==> config.mk <==
export PLATFORM = sky130hd
export DESIGN_NAME = results_buffer_ctrl
export DESIGN_NICKNAME = d
export VERILOG_FILES = /design/src/rtl/results_buffer_ctrl.sv
export SDC_FILE = /design/constraint.sdc
export NUM_CORES = 1
export LEC_CHECK = 0
export ABC_AREA = 1
export CORE_AREA = 2 2 270 272
export CTS_CLUSTER_SIZE = 10
export DETAILED_ROUTE_END_ITERATION = 6
export DIE_AREA = 0 0 272 274
export GPL_TIMING_DRIVEN = 0
export PLACE_DENSITY = 0.3
export REMOVE_ABC_BUFFERS = 1
export SLEW_MARGIN = 20
export SYNTH_ARGS = -nofsm -noshare
export SYNTH_HDL_FRONTEND = slang
export SYNTH_SLANG_ARGS = --single-unit
==> constraint.sdc <==
create_clock -name clk -period 1.8 [get_ports clk]
set_input_delay 0.45 -clock clk [delete_from_list [all_inputs] [get_ports clk]]
set_output_delay 0.45 -clock clk [all_outputs]
set_load 0.05 [all_outputs]
==> src/rtl/results_buffer_ctrl.sv <==
// Single-port results SRAM controller: accumulator writes vs. autonomous drain bursts.
// Define RESULTS_RR_ARB_EN for round-robin arbitration; default is fixed write priority.
module results_buffer_ctrl #(
    parameter int ADDRESSSIZE = 10,
    parameter int WORDSIZE    = 160
) (
    input  logic                   clk,
    input  logic                   rst_n,
    input  logic                   wr_valid,
    output logic                   wr_ready,
    input  logic [ADDRESSSIZE-1:0] wr_addr,
    input  logic [WORDSIZE-1:0]    wr_data,
    input  logic                   drain_start,
    input  logic [ADDRESSSIZE-1:0] drain_base,
    input  logic [ADDRESSSIZE:0]   drain_count,
    output logic                   drain_busy,
    output logic                   drain_done,
    output logic                   rd_valid,
    output logic [ADDRESSSIZE-1:0] rd_addr,
    output logic [WORDSIZE-1:0]    rd_data,
    output logic                   sram_write_enable,
    output logic [ADDRESSSIZE-1:0] sram_address,
    output logic [WORDSIZE-1:0]    sram_data_in,
    input  logic [WORDSIZE-1:0]    sram_data_out
);

    typedef enum logic [1:0] {
        IDLE,
        DRAIN,
        FLUSH
    } state_t;

    state_t                 state_q, state_d;
    logic [ADDRESSSIZE-1:0] cur_addr_q, cur_addr_d;
    logic [ADDRESSSIZE:0]   remaining_q, remaining_d;
    logic                   issued_q, issued_d;
    logic [ADDRESSSIZE-1:0] rd_addr_q, rd_addr_d;
    logic                   done_q, done_d;
    logic                   read_req;
    logic                   grant_rd;
    logic                   grant_wr;

`ifdef RESULTS_RR_ARB_EN
    logic rr_last_q, rr_last_d;
    logic contend;

    always_comb begin
        read_req  = (state_q == DRAIN);
        contend   = read_req && wr_valid;
        grant_rd  = read_req && (!wr_valid || !rr_last_q);
        grant_wr  = wr_valid && !grant_rd;
        rr_last_d = rr_last_q;
        if (contend) begin
            rr_last_d = grant_rd;
        end
    end

    always_ff @(posedge clk or negedge rst_n) begin
        if (!rst_n) begin
            rr_last_q <= 1'b0;
        end else begin
            rr_last_q <= rr_last_d;
        end
    end
`else
    always_comb begin
        read_req = (state_q == DRAIN);
        grant_rd = read_req && !wr_valid;
        grant_wr = wr_valid;
    end
`endif

    // SRAM port: a granted read steals the address, otherwise the write side owns it
    always_comb begin
        wr_ready          = !grant_rd;
        sram_write_enable = grant_wr;
        sram_address      = '0;
        if (grant_rd) begin
            sram_address = cur_addr_q;
        end else if (wr_valid) begin
            sram_address = wr_addr;
        end
    end

    always_comb begin
        state_d     = state_q;
        cur_addr_d  = cur_addr_q;
        remaining_d = remaining_q;
        rd_addr_d   = rd_addr_q;
        issued_d    = 1'b0;
        done_d      = 1'b0;
        unique case (state_q)
            IDLE: begin
                if (drain_start) begin
                    cur_addr_d  = drain_base;
                    remaining_d = drain_count;
                    if (drain_count == '0) begin
                        done_d = 1'b1;
                    end else begin
                        state_d = DRAIN;
                    end
                end
            end
            DRAIN: begin
                if (grant_rd) begin
                    cur_addr_d  = cur_addr_q + ADDRESSSIZE'(1);
                    remaining_d = remaining_q - (ADDRESSSIZE+1)'(1);
                    rd_addr_d   = cur_addr_q;
                    issued_d    = 1'b1;
                    if (remaining_q == (ADDRESSSIZE+1)'(1)) begin
                        state_d = FLUSH;
                        done_d  = 1'b1;
                    end
                end
            end
            FLUSH: begin
                state_d = IDLE;
            end
            default: begin
                state_d = IDLE;
            end
        endcase
    end

    always_ff @(posedge clk or negedge rst_n) begin
        if (!rst_n) begin
            state_q     <= IDLE;
            cur_addr_q  <= '0;
            remaining_q <= '0;
            issued_q    <= 1'b0;
            rd_addr_q   <= '0;
            done_q      <= 1'b0;
        end else begin
            state_q     <= state_d;
            cur_addr_q  <= cur_addr_d;
            remaining_q <= remaining_d;
            issued_q    <= issued_d;
            rd_addr_q   <= rd_addr_d;
            done_q      <= done_d;
        end
    end

    assign drain_busy   = (state_q != IDLE);
    assign drain_done   = done_q;
    assign rd_valid     = issued_q;
    assign rd_addr      = rd_addr_q;
    assign rd_data      = sram_data_out;
    assign sram_data_in = wr_data;

endmodule

==> key figures <==
Synthesis
  – Synth async-reset ratio: 100.0%
  – Post-synth cell types: 25
  – Area share of the largest cell type after synthesis: 54.21%
  – Post-synth top flop: dfrtp_1
  – EDFF count, synth: 0
  – Synth area leaders: buf_4 54%, dfrtp_1 20%, nand2_1 11%
  – #FFs+latches synth: 35
  – Top-count cell post-synth: buf_4
  – Commonest cells post-synth: 322 x buf_4, 126 x nand2_1, 39 x nor2_1
  – Seq/Total Area, Yosys: 19.64%
  – Mean Syn Cell Area: 7.112 sq um
  – Ys Warns: 0
  – Synthesized area: 4459 sq um
  – Synthesized instance count: 627
  – Post-synth top area cell: buf_4

Finish
  – Area delta synth->final: -2.104%
  – Post-layout nets: 739
  – Layout cells sized above 1: 19.90%
  – Design Area, Final: 4365 sq um
  – Util after Layout: 6.066%

Setup path
  – Critical R2R Capture: cur_addr_q[2]
  – Critical path peak fanout: 1
  – Register-to-register setup slack: 0.10 ns
  – Worst R2R Start: state_q[1]
  – Crit path capture type: output port
  – Crit Path Category: input pin to output port
  – Worst reg2reg path depth: 9
  – Worst EP arrival: 1.47 ns
  – Worst Setup SP: wr_addr[5]
  – Startpoint Class: input pin
  – Crit path to: sram_address[5]
  – CP Data Required Time: 1.35 ns

STA
  – Hold Vio Cnt, Final: 0
  – Relative max-transition margin: 54.00%
  – Worst Hold Slack: 0.1314 ns
  – Total negative slack: -1.114 ns
  – Final setup fails: 12
  – Clk_skew: 0.007851 ns
  – Final period utilization: 106.5%
  – Max Transition Viols Final: 0
  – Fmax: 0.5216 GHz
  – Clock period minus worst slack: 1.917 ns
  – Slew at the pin closest to its max-slew limit: 0.6883 ns
  – RSZ-0062 raised after global routing: true
  – Fin worst setup slack: -0.1174 ns

Place
  – Dpl hpwl: 122.5 mm
  – RePlAce Congestion: 1.381
  – Area post-placement: 3802 sq um
  – I/O Buffers: 59

Hold path
  – Worst hold path class: input pin to async pin

GRT
  – Initial antenna violation count: 7
  – Number of global-route vias before repair: 3329
  – Largest net degree at the start of global routing: 24
  – Grt total ovfl: 0
  – First-pass GRT wire length: 134.3 mm
  – Total track usage: 32.98%

Floorplanning
  – Placeable Area: 71970 sq um
  – Die height: 274 um
  – Boundary pin count: 700
  – Site Rows: 99
  – Total Die Area: 74530 sq um
  – Initial Utilization: 6.196%
  – Die W: 272 um

CTS
  – Max Buffers Root-to-Sink: 2
  – Clk_lat worst skew: 0.31 ns
  – TritonCTS clock tree: done
  – CTS HTree Levels: 2
  – Root Buffer: clkbuf_16
  – Clk slew on worst S/H paths: 0.08 ns
  – Clock buffer count from CTS: 5
  – CTS sink count: 35

Routing
  – Final antenna-violating net count: 0
  – Vias: 4126
  – Pre-Repair DR Iteration Count: 4
  – DRC violation count after routing: 0
  – Final wirelength: 126.7 mm
  – Drt wl/cell: 94.35 um
  – Via density: 3.072
  – DR iter-0 viols: 536

Pwr
  – P per Cell Area: 1413 nW/um^2
  – Peak supply drop: 479.4 uV
  – Leakage: 1.664 nW

Run status
  – Violated checks: negative setup slack
  – Status: finished, violations left

Flow run
  – Max cap viols: 0
-- where the power goes --
part	internal (mW)	total [mW]	switching [mW]	leakage, nW
Combinational	1.18	3.60	2.42	1.18
Clock	0.516	0.997	0.481	0.0669
Sequential	1.14	1.57	0.430	0.419
Total	2.84	6.17	3.33	1.66
-- critical path: stages --
cell and delay (ns):
clkdlybuf4s50_1 0.46, nand2_1 0.23, nand2_4 0.16, buf_8 0.15
-- layout by cell type (no fill, tap or decap), drive strengths merged, types with 2 or more instances in the layout --
master	netlist	routed
a21oi	9	9
buf	328	31
clkbuf	3	6
clkdlybuf4s50	0	32
dfrtp	35	35
diode	0	2
dlygate4sd2	0	13
ha	3	3
inv	27	27
nand2	128	129
nand3	19	19
nand3b	3	3
nor2	40	41
nor3	3	3
o21ai	21	21
o22ai	2	2
-- area by class of cell --
class                      count  area [sq um]
antenna                        2         5.005
clock buffer                   6         128.9
clock inverter                 2         12.51
fill                        8460         67600
inverter                      27         111.4
multi-input combinational    236          1256
sequential                    35         878.3
tap                          959          1200
timing repair buffer          76         773.2
-- state kept, by name, indices dropped and copies added, names as in the netlist --
register,flops
remaining_q,11
cur_addr_q,10
rd_addr,10
state_q,2
drain_done,1
rd_valid,1
-- layer usage --
layer / vias up / track usage, % / part of all wire, %
li1: 1116 / - / -
met1: 1638 / 7.170 / 9.1
met2: 1140 / 57.18 / 48
met3: 188 / 48.83 / 30
met4: 44 / 28.48 / 11
met5: - / 19.06 / 1.4
-- what timing repair did --
action / 4_1_cts / 5_1_grt
endpoints found under the hold margin: 0 / 0
hold buffers: 0 / 0
setup endpoints to repair: 60 / 20
resized for setup: 166 / 13
pin swaps: 7 / 6
gates cloned: 1 / 1
setup buffers: 12 / 4
-- stage by stage --
stage / std cells / setup slack, ns / power [mW]
final: 1343 / -0.1174 / 6.169
after detailed placement: 1315 / -2.103 / 4.579
after global routing: 1341 / -0.1660 / 6.580
after floorplan: 296 / -0.3217 / 3.378
after global placement: 1314 / -2.490 / 4.602
after CTS: 1336 / -0.1552 / 6.076
-- cells by family after synthesis --
family	count (synthesis)	synth area share (%)
and+or+nand+nor	195	17.68
buffers and inverters	358	57.55
adders and majority gates	3	0.8418
AOI/OAI and AO/OA	36	4.293
DFF	35	19.64
-- how the worst min path moves through the flow --
stage	to	slack (ns)	from
after global placement	rd_addr[7]	0.47	rd_addr[7]
final	remaining_q[5]	0.13	rst_n
after global routing	remaining_q[4]	0.16	rst_n
after detailed placement	rd_addr[7]	0.47	rd_addr[7]
after floorplan	cur_addr_q[0]	0.15	rst_n
after CTS	remaining_q[6]	0.14	rst_n
(Power assumes the default switching activity.)
